<file path="src/rtl/drone_link_pkg.sv">
// drone_link_pkg: shared constants and parser state encoding for the drone command link.
package drone_link_pkg;

    localparam logic [7:0]  SYNC_BYTE_DEF      = 8'hA5;
    localparam int unsigned NUM_CH_DEF         = 4;
    localparam int unsigned TIMEOUT_CYCLES_DEF = 12000;

    localparam int unsigned STATE_W = 2;

    localparam logic [STATE_W-1:0] ST_IDLE    = 2'd0;
    localparam logic [STATE_W-1:0] ST_PAYLOAD = 2'd1;
    localparam logic [STATE_W-1:0] ST_CHECK   = 2'd2;

endpackage

</file>
<file path="src/rtl/byte_strobe.sv">
// byte_strobe: one-cycle acceptance strobe on the rising edge of the upstream byte-valid level.
module byte_strobe (
    input  logic clk,
    input  logic reset,
    input  logic level_i,
    output logic strobe_c_o
);

    logic level_q;

    // Previous level; cleared on reset so a level already high at release counts as a new edge.
    always_ff @(posedge clk or posedge reset) begin
        if (reset) begin
            level_q <= 1'b0;
        end else begin
            level_q <= level_i;
        end
    end

    assign strobe_c_o = level_i & ~level_q;

endmodule

</file>
<file path="src/rtl/cmd_frame_parser.sv">
// cmd_frame_parser: parses SYNC + 2*NUM_CH payload bytes + 8-bit sum checksum into NUM_CH
// little-endian 16-bit channels. Define CMD_FRAME_TIMEOUT_EN to abort frames whose
// inter-byte gap reaches TIMEOUT_CYCLES.
module cmd_frame_parser
    import drone_link_pkg::*;
#(
    parameter logic [7:0]  SYNC_BYTE      = SYNC_BYTE_DEF,
    parameter int unsigned NUM_CH         = NUM_CH_DEF,
    parameter int unsigned TIMEOUT_CYCLES = TIMEOUT_CYCLES_DEF
) (
    input  logic                  clk,
    input  logic                  reset,
    input  logic [7:0]            data,
    input  logic                  data_rdy,
    output logic [16*NUM_CH-1:0]  ch,
    output logic                  frame_valid,
    output logic                  frame_err
);

    localparam int unsigned PAY_LEN = 2 * NUM_CH;
    localparam int unsigned PAY_W   = 8 * PAY_LEN;
    localparam int unsigned IDX_W   = (PAY_LEN > 1) ? $clog2(PAY_LEN) : 1;

    logic               accept_c;
    logic               timeout_c;
    logic [STATE_W-1:0] state_q, state_d;
    logic [IDX_W-1:0]   idx_q, idx_d;
    logic [7:0]         sum_q, sum_d;
    logic [PAY_W-1:0]   shadow_q, shadow_d;
    logic [PAY_W-1:0]   ch_q, ch_d;
    logic               frame_valid_q, frame_valid_d;
    logic               frame_err_q, frame_err_d;

`ifdef CMD_FRAME_TIMEOUT_EN
    localparam int unsigned GAP_W = $clog2(TIMEOUT_CYCLES + 1);
    logic [GAP_W-1:0] gap_q, gap_d;

    // An accepted byte always beats a timeout reached in the same cycle.
    assign timeout_c = !accept_c && (state_q != ST_IDLE) && (gap_q == GAP_W'(TIMEOUT_CYCLES));
`else
    // Frames wait indefinitely for bytes; TIMEOUT_CYCLES has no effect in this build.
    assign timeout_c = (TIMEOUT_CYCLES == 0) && 1'b0;
`endif

    byte_strobe u_byte_strobe (
        .clk        (clk),
        .reset      (reset),
        .level_i    (data_rdy),
        .strobe_c_o (accept_c)
    );

    // State and output registers.
    always_ff @(posedge clk or posedge reset) begin
        if (reset) begin
            state_q       <= ST_IDLE;
            idx_q         <= '0;
            sum_q         <= '0;
            shadow_q      <= '0;
            ch_q          <= '0;
            frame_valid_q <= 1'b0;
            frame_err_q   <= 1'b0;
`ifdef CMD_FRAME_TIMEOUT_EN
            gap_q         <= '0;
`endif
        end else begin
            state_q       <= state_d;
            idx_q         <= idx_d;
            sum_q         <= sum_d;
            shadow_q      <= shadow_d;
            ch_q          <= ch_d;
            frame_valid_q <= frame_valid_d;
            frame_err_q   <= frame_err_d;
`ifdef CMD_FRAME_TIMEOUT_EN
            gap_q         <= gap_d;
`endif
        end
    end

    // Next-state: collect payload into the shadow buffer, publish it to ch only on a good checksum.
    always_comb begin
        state_d       = state_q;
        idx_d         = idx_q;
        sum_d         = sum_q;
        shadow_d      = shadow_q;
        ch_d          = ch_q;
        frame_valid_d = 1'b0;
        frame_err_d   = 1'b0;
`ifdef CMD_FRAME_TIMEOUT_EN
        gap_d         = '0;
        if (!accept_c && state_q != ST_IDLE) begin
            gap_d = gap_q + GAP_W'(1);
        end
`endif

        case (state_q)
            ST_IDLE: begin
                if (accept_c && data == SYNC_BYTE) begin
                    state_d = ST_PAYLOAD;
                    idx_d   = '0;
                    sum_d   = '0;
                end
            end
            ST_PAYLOAD: begin
                if (accept_c) begin
                    for (int unsigned i = 0; i < PAY_LEN; i++) begin
                        if (idx_q == IDX_W'(i)) begin
                            shadow_d[8*i +: 8] = data;
                        end
                    end
                    sum_d = sum_q + data;
                    if (idx_q == IDX_W'(PAY_LEN - 1)) begin
                        state_d = ST_CHECK;
                    end else begin
                        idx_d = idx_q + IDX_W'(1);
                    end
                end
            end
            ST_CHECK: begin
                if (accept_c) begin
                    if (data == sum_q) begin
                        ch_d          = shadow_q;
                        frame_valid_d = 1'b1;
                    end else begin
                        frame_err_d   = 1'b1;
                    end
                    state_d = ST_IDLE;
                    idx_d   = '0;
                end
            end
            default: begin
                state_d = ST_IDLE;
                idx_d   = '0;
            end
        endcase

        if (timeout_c) begin
            state_d     = ST_IDLE;
            idx_d       = '0;
            frame_err_d = 1'b1;
        end
    end

    assign ch          = ch_q;
    assign frame_valid = frame_valid_q;
    assign frame_err   = frame_err_q;

endmodule
</file>
<file path="config.mk">
export PLATFORM = sky130hd
export DESIGN_NAME = cmd_frame_parser
export DESIGN_NICKNAME = d
export VERILOG_FILES = /design/src/rtl/drone_link_pkg.sv /design/src/rtl/byte_strobe.sv /design/src/rtl/cmd_frame_parser.sv
export SDC_FILE = /design/constraint.sdc
export NUM_CORES = 1
export LEC_CHECK = 0
export BUFFER_PORTS_ARGS = -buffer_cell sky130_fd_sc_hd__clkbuf_2
export CORE_UTILIZATION = 40
export CTS_CLUSTER_DIAMETER = 150
export DETAILED_ROUTE_END_ITERATION = 7
export SKIP_CTS_REPAIR_TIMING = 1
export SYNTH_ARGS = -nofsm -noshare
export SYNTH_HDL_FRONTEND = slang
export SYNTH_SLANG_ARGS = --single-unit
</file>
<file path="constraint.sdc">
create_clock -name clk -period 4.6 [get_ports clk]
set_clock_uncertainty 0.1 [all_clocks]
set_input_delay 0.23 -clock clk [delete_from_list [all_inputs] [get_ports clk]]
set_output_delay 0.23 -clock clk [all_outputs]
set_load 0.01 [all_outputs]
</file>
==> metrics.txt, run 1 <==
HP Class=input pin to asynchronous set/reset pin; TritonCTS Sinks=144; Core Area=14640 um2; # H-tree levels=4; Final #Nets=498; slew margin rel.=0.2002; crit-path cells=ha_1, nor4_1, nand2_1, nor4_2, nand2_4, mux2_4; largest net degree at the start of global routing=111; share of post-route cells with drive strength above 1=0.5103; first-iteration detailed-routing DRC count=156; Synth top area share=0.5949; synthesized net count=roughly 410; Critical Path RT=roughly 4.8 ns; Max Clock Freq=roughly 330 MHz; largest area contributor in the netlist=dfrtp_1; busiest grt layer=met2; Final GP Congestion=between 0.7 and 0.8; run status=complete, but fails checks; GRT Residual Overflow=0; met3 Resource Use GR=0.04792; Slew @ Worst Pin=1.200 ns; met1 global-route usage=0.2253; Final Power=around 2.8 mW; CTS tree=yes; largest cells by area after synthesis=dfrtp_1 59%, mux2_2 15%, mux2_4 12%; ys async rst share=1.000; vias in the first global route=about 3700; Core Rows=44; Mean Syn Cell Area=15.61 um2; register area share after synthesis=0.5949; slowest CP cell=nand2_4; ys flop type=dfrtp_1; Worst setup SP type=register; Post-Syn Instances=388; M2 GR Usage=0.2537; drt first pass iters=6; P_leak=3.924 nW; clk_lat worst skew=between 0.4 and 0.5 ns; critical path data arrival time=3.18 ns; vias=3424; Vias per Instance=5.110; n_diodes=0; Synth warnings=0; detailed-route DRC error count=0; max incr delay on CP=around 0.69 ns; final hold violations=~110; global-route wire length before repair=19810 um; Ports=77; critical path fanouts, max=65; # Max-Cap Violations=0; Slew Limit Fails=0; Setup-failing EPs final=0; failing checks=hold timing; synthesized area=just over 6000 um2; Antenna Nets Post-Route=0; Tcrit/Tclk final=0.6500; RSZ-0062 raised after global routing=no; All-Layer GR Usage=0.1667; unique cell type count in the Yosys netlist=between 40 and 50; CTS Buf Count=17; Max VDD drop=~0.23 mV; Post-synth EDFFs=0; initial antenna violation count=0; most common cell in the netlist=dfrtp_1; per-cell routed wire length=~18 um; HPWL Detailed=approximately 7500 um; post-synthesis register bit count=between 100 and 150; Commonest cells post-synth=144 x dfrtp_1, 80 x mux2_2, 49 x mux2_4; die height=125.1 um; Setup TNS=0 ns; Setup Crit Path Kind=register to register; Root Driver=clkbuf_16; Pwr Density=383.3 nW/um2; Tmin final=2.990 ns; Starting Density=0.4136; Chip Width=125.1 um; Worst Setup End Kind=register; Area Overhead vs Synth=18.55%; die area=~16000 um2; Hold WS=-0.06949 ns; CTS max path bufs=2; Worst-path clk slew=0.06 ns; total wire length=11870 um; # port buffers=76
[critical path, delay by kind of cell (launching register included)]
| family | cells | cell delay [ns] |
|---|---|---|
| flops | 1 | 0.39 |
| fa+ha+maj | 1 | 0.35 |
| mux | 1 | 0.55 |
| simple gates | 4 | 1.42 |
[power breakdown]
part	switching [mW]	internal (mW)	total [mW]
clock network	0.514	0.813	1.33
registers	0.0135	1.29	1.30
logic	0.0799	0.0428	0.123
total	0.607	2.15	2.75
[state kept, by name, summed over array words and instances (netlist names)]
register and cells:
state_q 2, ch 64, sum_q 8, frame_valid 1, frame_err 1, shadow_q 64, u_byte_strobe.level_q 1, idx_q 3
[worst paths after layout]
kind / slack, ns / start / cells after the start / end
max: 1.61 / sum_q[2] / 6 / ch[2]
min: -0.07 / reset / 2 / ch[20]
max reg2reg: 1.61 / sum_q[2] / 6 / ch[2]
min reg2reg: 0.39 / sum_q[3] / 2 / sum_q[3]
max in group asynchronous: 3.45 / reset / 3 / shadow_q[3]
min in group clk: 0.21 / data[6] / 2 / shadow_q[22]
[placed cells by master, fill, tap and decap left out, types with 6 or more instances in the layout]
master	instances
clkbuf_2	76
a21oi_1	7
mux2_2	80
dfrtp_1	144
ha_1	13
o21ai_0	6
nand2_1	10
nor2_1	8
clkbuf_16	17
mux2_4	49
[layout make-up]
| type | count | area (um2) |
|---|---|---|
| sequential | 144 | 3603 |
| clock buffer | 23 | 498.0 |
| inverter | 6 | 27.53 |
| fill | 1318 | 7463 |
| timing repair buffer | 78 | 397.9 |
| tap | 184 | 230.2 |
| clock inverter | 9 | 80.08 |
| multi-input combinational | 226 | 2344 |
[metrics by stage]
stage	hold slack [ns]	utilization	cells	area, um2	setup slack [ns]
final	-0.06949	0.4903	670	7181	1.610
after global routing	0.01958	0.4903	670	7181	1.493
after CTS	-0.1541	0.4897	669	7171	1.658
after detailed placement	0.2830	0.4502	637	6593	1.440
after global placement	0.2889	0.4502	637	6593	1.478
after floorplan	0.1614	-	388	6057	0.4037
[routing by layer]
layer | vias up | wire length (um)
met5 | - | 0
met4 | 0 | 221
met3 | 18 | 475
met2 | 81 | 5501
met1 | 1760 | 5667
li1 | 1565 | -
[cells by family (layout without fill, tap and decap cells)]
kind of cell    count (synthesis)  in the layout  synth area share
buf+inv                        18            116           0.01942
mux                           130            130            0.2721
fa+ha+maj                      14             14           0.03016
flops                         144            144            0.5949
compound gates                 33             33           0.03718
simple gates                   45             45           0.04049
xor+xnor                        4              4          0.005785
Power figures use the tool's default switching activity.
==> run 2: changes to the inputs <==
Settings changed: ABC_AREA set to 1.
Clock period 4.6 ns to 2.9 ns, I/O delays scaled along.
==> metrics.txt, run 2 <==
run status=complete, no violations (was complete, but fails checks); most frequent cells in the layout=288 x nand2_1, 144 x dfrtp_1, 77 x o21ai_0 (was 144 x dfrtp_1, 80 x mux2_2, 76 x clkbuf_2); Synth warnings=0 (unchanged); Post-synth EDFFs=0 (unchanged); Final #Nets=752 (was 498); largest cells by area after synthesis=dfrtp_1 62%, nand2_1 19%, o21ai_0 6.6% (was dfrtp_1 59%, mux2_2 15%, mux2_4 12%); Chip Width=122.8 um (was 125.1 um); fill count=1308 (was 1318); critical path fanouts, max=54 (was 65); CTS tree=yes (unchanged); unique cell type count in the Yosys netlist=22 (was 44); Final Power=4.284 mW (was 2.753 mW); Final Util=0.4992 (was 0.4903); first-iteration detailed-routing DRC count=364 (was 156); Final GP Congestion=0.8784 (was 0.7854); vias in the first global route=4326 (was 3669); global-route wire length before repair=21610 um (was 19810 um); slew margin rel.=0.4041 (was 0.2002); Root Driver=clkbuf_16 (unchanged); drt first pass iters=4 (was 6); largest area contributor in the netlist=dfrtp_1 (unchanged); Worst Setup End Kind=register (unchanged); initial antenna violation count=0 (unchanged); Slew Limit Fails=0 (unchanged); RSZ-0062 raised after global routing=no (unchanged); # port buffers=76 (unchanged); Slew @ Worst Pin=0.8906 ns (was 1.200 ns); Max Clock Freq=439.5 MHz; dpl cell area=6372 um2 (was 6593 um2); Vias per Instance=4.804 (was 5.110); synthesized net count=665 (was 413); vias=4420 (was 3424); Synth top area share=0.6171 (was 0.5949); ys async rst share=1.000 (unchanged); DP Worst Slack=0.6866 ns (was 1.440 ns); Worst setup SP type=input pin (was register); most common cell after layout, fill and taps aside=nand2_1 (was dfrtp_1); # H-tree levels=4 (unchanged); All-Layer GR Usage=0.1913 (was 0.1667); GRT Residual Overflow=0 (unchanged); Mean Syn Cell Area=9.124 um2 (was 15.61 um2); Area Overhead vs Synth=20.06% (was 18.55%); final hold violations=0 (was 109); post-synthesis register bit count=144 (unchanged); most common cell in the netlist=nand2_1 (was dfrtp_1); Critical Path RT=3.15 ns (was 4.79 ns); Non-Filler Instances=920 (was 670); Max VDD drop=0.4081 mV (was 0.2261 mV); slowest CP cell=dlygate4sd3_1 (was nand2_4); placed cells=878 (was 637); die area=15090 um2 (was 15640 um2); die height=122.8 um (was 125.1 um); clk_lat worst skew=0.41 ns (about the same); CTS Buf Count=17 (unchanged); Antenna Nets Post-Route=0 (unchanged); synthesized area=5839 um2 (was 6057 um2); Setup Crit Path Kind=input pin to register (was register to register); register area share after synthesis=0.6171 (was 0.5949); n_diodes=0 (unchanged); Tmin final=~2.3 ns; # Max-Cap Violations=0 (unchanged); per-cell routed wire length=14.00 um (was 17.71 um); Commonest cells post-synth=288 x nand2_1, 144 x dfrtp_1, 77 x o21ai_0 (was 144 x dfrtp_1, 80 x mux2_2, 49 x mux2_4); HPWL Detailed=8440 um (was 7457 um); max incr delay on CP=0.53 ns (was 0.69 ns); Pwr Density=611.1 nW/um2 (was 383.3 nW/um2); Tcrit/Tclk final=0.7846; Core Area=14040 um2 (was 14640 um2); largest net degree at the start of global routing=145 (was 111); Worst-path clk slew=0.06 ns (about the same); detailed-route DRC error count=0 (unchanged); CP dominant cell by count=nand2_1; post-route cell area=7010 um2 (was 7181 um2); Hold WS=0.2930 ns (was -0.06949 ns); HP Class=input pin to register (was input pin to asynchronous set/reset pin); ys flop type=dfrtp_1 (unchanged); Setup TNS=0 ns (unchanged); TritonCTS Sinks=144 (unchanged); P_leak=3.821 nW (was 3.924 nW); share of post-route cells with drive strength above 1=0.1595 (was 0.5103); Setup-failing EPs final=0 (unchanged); Core Rows=43 (was 44); Post-Syn Instances=640 (was 388); post-route setup slack=0.6247 ns (was 1.610 ns); CTS max path bufs=2 (unchanged); Starting Density=0.4158 (was 0.4136); Ports=77 (unchanged); total wire length=12880 um (was 11870 um); crit-path cells=dlygate4sd3_1, clkbuf_2, ha_1, nor2_1, nand2_1, nor2_2, nand3_4, inv_2, buf_12, nand2_1, nand2_1 (was ha_1, nor4_1, nand2_1, nor4_2, nand2_4, mux2_4); critical path data arrival time=2.53 ns (was 3.18 ns)
run 2: changes by cell type after synthesis, sizes merged, moves of 11 or more:
cell,delta
mux2,-130
inv,+34
nand3,+19
buf,+11
nand2,+274
o21ai,+70
run 2: final timing paths:
kind,from,to,slack [ns],cells after the start
max,data[5],ch[60],0.62,11
min,data_rdy,u_byte_strobe.level_q,0.29,2
max reg2reg,sum_q[5],ch[60],0.69,9
min reg2reg,shadow_q[15],ch[15],0.37,2
max in group asynchronous,reset,shadow_q[46],1.73,4
min in group asynchronous,reset,ch[8],0.36,4
run 2: worst max-delay path: cells and delay by family:
family	cells	cell delay, ns
buffers and inverters	4	1.14
and+or+nand+nor	6	0.82
adders and majority gates	1	0.39
run 2: kinds of logic after synthesis:
logic type               after synthesis  synth area share
adder cells (fa/ha/maj)               14           0.03128
XOR/XNOR                               2          0.003000
buffers and inverters                 63           0.04950
AO/OA/AOI/OAI                         83           0.07157
flip-flops                           144            0.6171
AND/OR/NAND/NOR                      334            0.2276
run 2: layout make-up:
| cell class | instances | area (um2) | area share |
|---|---|---|---|
| flip-flops and latches | 144 | 3603 | 0.5140 |
| clock inverters | 9 | 60.06 | 0.008567 |
| repair buffers | 91 | 543.0 | 0.07746 |
| inverters | 40 | 153.9 | 0.02195 |
| multi-input cells | 433 | 1947 | 0.2777 |
| clock buffers | 23 | 478.0 | 0.06818 |
| well taps | 180 | 225.2 | 0.03213 |
run 2: power breakdown:
group          switching [mW]  leakage, nW  internal (mW)
sequential             0.0288         1.96           2.05
clock                   0.800        0.259           1.16
combinational           0.167         1.60         0.0812
total                   0.996         3.82           3.29
run 2: per-layer routing:
layer | share of wire | global-route usage | vias up
li1 | - | - | 2204
met2 | 0.48 | 0.3009 | 92
met4 | 0.014 | 0.07317 | 0
met1 | 0.45 | 0.2539 | 2113
met5 | 0 | 0 | -
met3 | 0.047 | 0.04833 | 11
==> run 3: changes to the inputs <==
Clock period 2.9 ns to 1.9 ns, I/O delays scaled along.
==> metrics.txt, run 3 (synthesis gave the netlist of run 2 again) <==
CP dominant cell by count=nand2_1 (unchanged); number of cells on the worst reg-to-reg path=9 (unchanged); Critical Path RT=2.15 ns (was 3.15 ns); Slew Limit Fails=0 (unchanged); Max VDD drop=0.6178 mV (was 0.4081 mV); Core Area=14040 um2 (unchanged); initial antenna violation count=0 (unchanged); Non-Filler Instances=933 (was 920); Worst Setup End Kind=register (unchanged); most frequent cells in the layout=287 x nand2_1, 144 x dfrtp_1, 77 x o21ai_0 (was 288 x nand2_1, 144 x dfrtp_1, 77 x o21ai_0); critical path data arrival time=2.05 ns (was 2.53 ns); Sw Share=0.2202 (was 0.2325); Hold WS=0.2313 ns (was 0.2930 ns); CP Buf/Inv Count=5 (was 4); NetSw=1.521 mW (was 0.9959 mW); Ports=77 (unchanged); global-route wire length before repair=21190 um (was 21610 um); Setup-failing EPs final=0 (unchanged); Setup TNS=0 ns (unchanged); Max Clock Freq=556.6 MHz; Slew @ Worst Pin=0.4817 ns (was 0.8906 ns); fill count=1309 (was 1308); Gate power share=0.058 (about the same); Hold Path Stages=2 (unchanged); critical path fanouts, max=28 (was 54); share of post-route cells with drive strength above 1=0.1806 (was 0.1595); CTS Buf Count=17 (unchanged); Setup Crit Path Kind=input pin to register (unchanged); drt first pass iters=4 (unchanged); WP depth=11 (unchanged); slew margin rel.=0.6779 (was 0.4041); Core Rows=43 (unchanged); HPWL Detailed=8535 um (was 8440 um); GRT Residual Overflow=0 (unchanged); run status=complete, no violations (unchanged); Worst-path clk slew=0.06 ns (about the same); Tcrit/Tclk final=0.9456; Antenna Nets Post-Route=0 (unchanged); DP Worst Slack=0.04034 ns (was 0.6866 ns); Top delay family on crit path=buffers and inverters (unchanged); slowest CP cell=dlygate4sd3_1 (unchanged); Root Driver=clkbuf_16 (unchanged); die area=15090 um2 (unchanged); Final GP Congestion=0.8828 (was 0.8784); clk_lat worst skew=0.41 ns (about the same); total wire length=13050 um (was 12880 um); HP Class=input pin to register (unchanged); first-iteration detailed-routing DRC count=376 (was 364); # port buffers=76 (unchanged); most common cell after layout, fill and taps aside=nand2_1 (unchanged); Starting Density=0.4158 (unchanged); dpl cell area=6515 um2 (was 6372 um2); CTS max path bufs=2 (unchanged); internal power=5.386 mW (was 3.288 mW); Worst setup SP type=input pin (unchanged); TritonCTS Sinks=144 (unchanged); detailed-route DRC error count=0 (unchanged); n_diodes=0 (unchanged); All-Layer GR Usage=0.1878 (was 0.1913); post-route cell area=7231 um2 (was 7010 um2); largest net degree at the start of global routing=79 (was 145); final hold violations=0 (unchanged); max incr delay on CP=0.53 ns (about the same); crit-path cells=dlygate4sd3_1, clkbuf_2, ha_1, inv_1, nand3_1, nor2_4, nand3_4, inv_4, buf_12, nand2_1, nand2_1 (was dlygate4sd3_1, clkbuf_2, ha_1, nor2_1, nand2_1, nor2_2, nand3_4, inv_2, buf_12, nand2_1, nand2_1); per-cell routed wire length=13.99 um (was 14.00 um); Area Overhead vs Synth=23.83% (was 20.06%); P_leak=3.935 nW (was 3.821 nW); clock network fraction of total power=0.483 (was 0.456); Final #Nets=766 (was 752); Vias per Instance=4.872 (was 4.804); die height=122.8 um (unchanged); Pwr Density=955.3 nW/um2 (was 611.1 nW/um2); Chip Width=122.8 um (unchanged); CTS tree=yes (unchanged); FF-to-FF setup slack=0.11 ns (was 0.69 ns); vias in the first global route=4375 (was 4326); # Max-Cap Violations=0 (unchanged); post-route setup slack=0.1033 ns (was 0.6247 ns); RSZ-0062 raised after global routing=yes (was no); Flop pwr share=0.459 (was 0.486); vias=4546 (was 4420); # H-tree levels=4 (unchanged); Tmin final=1.797 ns; placed cells=892 (was 878)
==> run 3: changes by cell type in the layout (fill, tap and decap cells not counted), sizes merged <==
cell / change
clkbuf: -3
bufinv: +3
buf: +14
clkinvlp: -1
==> run 3: area by class of cell <==
cell class / instances / area, um2 / share of cell area
tap: 180 / 225.2 / 0.03115
clock inverter: 11 / 138.9 / 0.01921
timing repair buffer: 105 / 689.4 / 0.09535
inverter: 40 / 156.4 / 0.02163
sequential: 144 / 3603 / 0.4984
multi-input combinational: 433 / 1961 / 0.2712
clock buffer: 20 / 456.7 / 0.06316
==> run 3: metrics by stage <==
stage	power [mW]	utilization
3_5_place_dp	3.612	0.4640
4_1_cts	6.956	0.5064
3_3_place_gp	3.597	0.4640
6_report	6.907	0.5149
2_1_floorplan	3.474	-
5_1_grt	7.176	0.5149
==> run 3: worst reg2reg max path, stage by stage (launching register included) <==
cell	delay [ns]
dfrtp_1	0.38
ha_1	0.33
inv_1	0.10
nand3_1	0.12
nor2_4	0.14
nand3_4	0.12
inv_4	0.10
buf_12	0.17
nand2_1	0.10
nand2_1	0.06
==> run 3: final timing paths <==
check / to / start
worst min-delay path: u_byte_strobe.level_q / data_rdy
max in group asynchronous: ch[35] / reset
min in group asynchronous: shadow_q[8] / reset
worst max-delay path: ch[22] / data[6]
worst max register to register: ch[22] / sum_q[6]
worst min register to register: ch[23] / shadow_q[23]
==> run 3: routing by layer <==
layer | up-vias | part of all wire | GRT usage | wire length, um
met5 | - | 0 | 0 | 0
met4 | 0 | 0.020 | 0.08994 | 263
met3 | 21 | 0.032 | 0.03996 | 418
met2 | 86 | 0.48 | 0.3027 | 6258
met1 | 2217 | 0.47 | 0.2406 | 6114
li1 | 2222 | - | - | -
==> run 3: power groups by stage <==
stage / Sequential [mW] / Combinational [mW] / Clock (mW)
detailed placement: 3.22 / 0.387 / 0
CTS: 3.17 / 0.388 / 3.40
finish: 3.17 / 0.403 / 3.33
global placement: 3.22 / 0.377 / 0
global route: 3.17 / 0.463 / 3.54
floorplan: 3.21 / 0.259 / 0
